[src/rtl/classifier_debounce.sv]
// Debounces 1-bit classifier decisions: sliding-window majority vote with
// on/off hysteresis, a minimum on-time, and a single-entry output buffer.
module classifier_debounce #(
  parameter int unsigned WINDOW      = 8,
  parameter int unsigned ON_THRESH   = 5,
  parameter int unsigned OFF_THRESH  = 2,
  parameter int unsigned HOLD_CYCLES = 1024
) (
  input  logic clk,
  input  logic reset,
  output logic recv_rdy,
  input  logic recv_val,
  input  logic recv_msg,
  input  logic send_rdy,
  output logic send_val,
  output logic send_msg,
  output logic out_state
);

  localparam int unsigned CW = $clog2(WINDOW + 1);
  localparam int unsigned HW = (HOLD_CYCLES > 0) ? $clog2(HOLD_CYCLES + 1) : 1;

  typedef enum logic {
    ST_OFF = 1'b0,
    ST_ON  = 1'b1
  } state_e;

  logic [WINDOW-1:0] hist_q, hist_d;
  logic [CW-1:0]     cnt_q, cnt_d, cnt_next;
  logic [HW-1:0]     hold_q, hold_d;
  state_e            state_q, state_d;
  logic              sval_q, sval_d;
  logic              smsg_q, smsg_d;
  logic              out_q, out_d;
  logic              accept;

  // Upstream may push whenever the buffer is empty or is draining this edge
  assign recv_rdy = !sval_q || send_rdy;
  assign accept   = recv_val && recv_rdy;

  assign send_val  = sval_q;
  assign send_msg  = smsg_q;
  assign out_state = out_q;

  always_ff @(posedge clk) begin
    if (reset) begin
      hist_q  <= '0;
      cnt_q   <= '0;
      hold_q  <= '0;
      state_q <= ST_OFF;
      sval_q  <= 1'b0;
      smsg_q  <= 1'b0;
      out_q   <= 1'b0;
    end else begin
      hist_q  <= hist_d;
      cnt_q   <= cnt_d;
      hold_q  <= hold_d;
      state_q <= state_d;
      sval_q  <= sval_d;
      smsg_q  <= smsg_d;
      out_q   <= out_d;
    end
  end

  always_comb begin
    hist_d   = hist_q;
    cnt_d    = cnt_q;
    hold_d   = hold_q;
    state_d  = state_q;
    sval_d   = sval_q;
    smsg_d   = smsg_q;
    out_d    = out_q;
    cnt_next = cnt_q + CW'(recv_msg) - CW'(hist_q[WINDOW-1]);

    // Minimum on-time runs on clock cycles, not on accepted frames
    if (state_q == ST_ON && hold_q != '0) begin
      hold_d = hold_q - HW'(1);
    end

    if (accept) begin
      hist_d = WINDOW'({hist_q, recv_msg});
      cnt_d  = cnt_next;
      case (state_q)
        ST_OFF: begin
          if (cnt_next >= CW'(ON_THRESH)) begin
            state_d = ST_ON;
            hold_d  = HW'(HOLD_CYCLES);
          end
        end
        ST_ON: begin
          if (cnt_next <= CW'(OFF_THRESH) && hold_q == '0) begin
            state_d = ST_OFF;
          end
        end
        default: state_d = ST_OFF;
      endcase
      sval_d = 1'b1;
      smsg_d = (state_d == ST_ON);
      out_d  = (state_d == ST_ON);
    end else if (send_rdy) begin
      sval_d = 1'b0;
    end
  end

endmodule
[config.mk]
export PLATFORM = sky130hd
export DESIGN_NAME = classifier_debounce
export DESIGN_NICKNAME = d
export VERILOG_FILES = /design/src/rtl/classifier_debounce.sv
export SDC_FILE = /design/constraint.sdc
export NUM_CORES = 1
export LEC_CHECK = 0
export CAP_MARGIN = 0
export CORE_MARGIN = 2
export CORE_UTILIZATION = 50
export CTS_CLUSTER_DIAMETER = 30
export DETAILED_ROUTE_END_ITERATION = 16
export PLACE_DENSITY = 0.7
export SLEW_MARGIN = 40
export SYNTH_ARGS = -nofsm -noshare
export SYNTH_HDL_FRONTEND = slang
export SYNTH_SLANG_ARGS = --single-unit
[constraint.sdc]
create_clock -name clk -period 2.3 [get_ports clk]
set_input_delay 0.23 -clock clk [delete_from_list [all_inputs] [get_ports clk]]
set_output_delay 0.23 -clock clk [all_outputs]
set_load 0.03 [all_outputs]
* Yosys cells after proc, flatten, opt, wreduce, memory -nomap -nowiden
Index checks and enable logic that the tools add are counted.
** Storage, ports and cells
- Bits of input ports :: 5
- Bits in registers :: 25
- Output and inout bits :: 4
- Bits in latches :: 0
- Memory bits (writable) :: 0
- Memories kept :: 0
- ROM bits :: 0
- Logic and storage cells :: 28
** Operators by class
- Reduce and logical (&&, ||, !) cells :: 8
- $mul :: 0
- Bitwise operators :: 1
- Eq/ne operators :: 0
- $lt $le $gt $ge :: 2
- Shift operators :: 0
- Muxes and demuxes :: 9
- Div/mod/pow operators :: 0
- $add $sub $neg :: 3
** Operator list (number)
- two-way mux 11 bit :: 4
- logical NOT 11 bit :: 1
- nonzero test 11 bit :: 1
- subtractor 11 x 1 -> 11 bit (second input constant) :: 1
- adder 4 x 1 -> 4 bit :: 1
- greater-or-equal comparator 4 x 3 -> 1 bit (second input constant) :: 1
- less-or-equal comparator 4 x 2 -> 1 bit (second input constant) :: 1
- two-way mux 1 bit :: 4
- subtractor 4 x 1 -> 4 bit :: 1
- logical AND 1 bit :: 3
- case mux 1 bit (2 select lines) :: 1
- nonzero test 2 bit :: 1
- logical NOT 1 bit :: 1
- logical OR 1 bit :: 1
- inverter 1 bit :: 1

* Longest topological paths before layout
- Depth after elaboration :: 6
- Mapped depth :: 12

* Least setup slack after synthesis
OpenSTA, ideal clock, no wires.
- Path kind :: reg2reg
- Start :: register cnt_q[0]
- End :: register hold_q[0]
- Path slack :: -34 ps
- Arrival :: 2247 ps
- Cell stages (with the launch flop) :: 13
- Data required time :: 2213 ps
- Buffers on the path :: 1
- Clock period less this slack :: 2334 ps
- Cell sequence :: dfxtp_1 -> inv_1 -> ha_1 -> inv_1 -> ha_1 -> inv_1 -> fa_1 -> xor2_1 -> a21oi_1 -> o31ai_1 -> nand2b_1 -> clkbuf_1 -> o31ai_1
** On the way
- Cells in the longest elaborated chain, start to end :: 6
** Ends and longest elaborated chain
- from (decl) :: RTL line 29 : logic [CW-1:0] cnt_q, cnt_d, cnt_next;
- from (signal assigned) :: RTL line 56 : cnt_q <= cnt_d;
- adder 4 x 1 -> 4 bit :: RTL line 73 : cnt_next = cnt_q + CW'(recv_msg) - CW'(hist_q[WINDOW-1]);
- subtractor 4 x 1 -> 4 bit :: RTL line 73
- greater-or-equal comparator 4 x 3 -> 1 bit :: RTL line 85 : if (cnt_next >= CW'(ON_THRESH)) begin
- two-way mux 11 bit :: RTL line 85
- two-way mux 11 bit :: RTL line 83 : case (state_q)
- two-way mux 11 bit :: RTL line 80 : if (accept) begin
- to (signal assigned) :: RTL line 57 : hold_q <= hold_d;
- to (decl) :: RTL line 30 : logic [HW-1:0] hold_q, hold_d;
Every way passes these cells.
A chain may end at the register's enable or synchronous reset.

* Worst setup path in the final report
- Start :: register cnt_q[0]
- End :: register hold_q[8]
Same word-level chain as after synthesis.

==> flow_summary.ini <==
[status]
outcome = finished clean

[die]
chipHeight_um = 53.0
ios = 9
die_area_um2 = 2810
fp.coreArea_um2 = 2230
num_rows = 17
initial_core_util_pct = 53.7
fp.dieW_um = 53.0

[logic_synthesis]
synth_edf_count = 0
mappedNetlistArea_um2 = 1200
synth_most_common_cell = dfxtp_1
syn_avg_cell_area_um2 = 8.33
yosys_warnings = 0
synth_top_flop_cell = dfxtp_1
synth_commonest_cells = 25 x dfxtp_1, 21 x nand2_1, 16 x a21oi_1, 16 x nor2_1, 10 x inv_1
seq_area_frac_synth_pct = 41.7
async_reset_ff_share_pct = 0
synth_fp_nets = 155
yosys_register_bits = 25
synth_top_area_share_pct = 41.7
yosysUniqueCellTypes = 30
ys_top_cells_by_area = dfxtp_1 42%, a21oi_1 6.7%, nand2_1 6.6%
synthCells = 144
yosys.area.top_type = dfxtp_1

[placement]
place_area_um2 = 1330
dp_hpwl_um = 1620
pre_cts_ws_ns = -0.0234
io_buffers = 8
dp_cells = 179
gp_congestion = 0.845

[route]
drt_iter0_markers = 13
drt-pass1-iter-count = 3
viasPerCell = 5.32
drc = 0
ant_nets = 0
routedWlPerCell_um = 11.9
wirelength_um = 2200
dr_total_vias = 978

[hold_path]
hold_class = reg -> reg

[timing]
maxClockFrequency_mhz = 454
period_share_pct = 95.8
setup_viol = 0
period_minus_slack_ns = 2.20
hold_viol_final = 0
hold_ws_ns = 0.461
skew_ns = 0.00254
relSlewSlack_pct = 70.7
tightest_slew_ns = 0.440
setup_ws_ns = 0.0955
slew_viol_final = 0

[clocking]
cts_root_buf = clkbuf_4
cts_max_path_buffers = 2
h-tree-depth = 1
clock_latency_ns = 0.30
cts.sinks = 25
clkTransAtPathRegs_ns = 0.13
cts_tree = done
cts_buffers = 3

[power_and_ir_drop]
peakVddDrop_mv = 0.491
power_density_nw_per_um2 = 840
p_leak_uw = 0.000501

[flow_run]
cap_viol_max_count = 0

[global_route]
grt_max_degree = 14
grt_use_total_pct = 17.8
grt_pass1_wl_um = 3730
antenna_found_initial = 0
grt_pass1_vias = 908
overflow = 0

[setup_path]
crit_fanout = 8
critical_path_class = reg -> reg
cp-end-kind = flop
critPathRequiredTime_ns = 2.55
startpoint_type = flop
cp.arrival_ns = 2.46

[layout]
synthToLayoutAreaGrowth_pct = 18.9
nets = 168
drive_above_1_share_pct = 18.6
utilization_pct = 63.9
postLayoutCellArea_um2 = 1430
diodes = 0
final_cells = 184
## worst paths after layout
kind	depth (start not counted)	start	slack, ns	end
setup / recovery	11	cnt_q[0]$_SDFFE_PP0P_	0.1	hold_q[8]$_SDFF_PP0_
hold / removal	2	hist_q[1]$_SDFFE_PP0P_	0.46	hist_q[2]$_SDFFE_PP0P_
setup reg to reg	11	cnt_q[0]$_SDFFE_PP0P_	0.1	hold_q[8]$_SDFF_PP0_
hold reg to reg	2	hist_q[1]$_SDFFE_PP0P_	0.46	hist_q[2]$_SDFFE_PP0P_
## kinds of logic (layout without fill, tap and decap cells)
family	Yosys count	in the layout	synth area share, %
AND/OR/NAND/NOR	59	59	23.0
AO/OA/AOI/OAI	27	27	15.0
flip-flops	25	25	41.7
buffers and inverters	16	28	5.32
XOR/XNOR	11	11	8.03
adder cells (fa/ha/maj)	6	6	6.88
## critical path: stages (launching register included)
cell and delay [ns]:
dfxtp_2 0.36, inv_2 0.04, ha_4 0.23, inv_2 0.04, ha_2 0.17, inv_2 0.04, fa_2 0.56, a21oi_2 0.06
o31ai_2 0.25, nand2b_1 0.14, buf_6 0.17, nor2_1 0.08
## where the power goes
part | switching, µW | internal (µW) | total [µW]
logic | 256 | 212 | 468
clock network | 123 | 67.6 | 190
registers | 54.9 | 485 | 540
## registers in the layout, summed over array words and instances (netlist names)
register and count:
cnt_q 4, hist_q 8, hold_q 11, out_state 1
send_val 1
## area by class of cell
type	instances	area, µm²
clock buffer	4	26.3
multi-input combinational	103	697
fill	197	807
sequential	25	502
inverter	10	37.5
timing repair buffer	14	129
tap	28	35.0
## stage by stage
| stage | setup TNS, ns | power [µW] |
|---|---|---|
| final | 0 | 1200 |
| after global routing | -0.000102 | 1290 |
| after CTS | 0 | 1160 |
| after detailed placement | -0.0406 | 970 |
| after global placement | 0 | 956 |
| after floorplan | 0 | 864 |
## cell usage in the layout, fill, tap and decap left out, types with 2 or more instances in the layout
cell type / count
o2111ai_1: 2
or3_1: 3
a211oi_1: 2
nand2b_1: 2
xnor2_1: 4
inv_1: 7
nand3_1: 2
and2_1: 2
nor2_4: 2
nand2_1: 21
buf_4: 5
inv_2: 3
a21oi_1: 15
nor2_2: 5
nor3_1: 5
clkbuf_4: 3
nor2b_1: 2
ha_1: 3
dfxtp_1: 24
o31ai_1: 2
clkdlybuf4s50_1: 8
xor2_1: 6
nor2_1: 9
## routing by layer
metal  up-vias  part of all wire (%)  GRT usage (%)
met5         -                     0              0
met4         0                  0.77           5.13
met3         2                   2.9           3.39
met2         9                    47           30.2
met1       462                    49           22.8
li1        505                     -              -
## timing repair
item / 4_1_cts / 5_1_grt
hold buffers: 0 / 0
setup buffers: 0 / 1
endpoints found under the setup margin: 0 / 11
resized for setup: 0 / 19
Power figures use the tool's default switching activity.
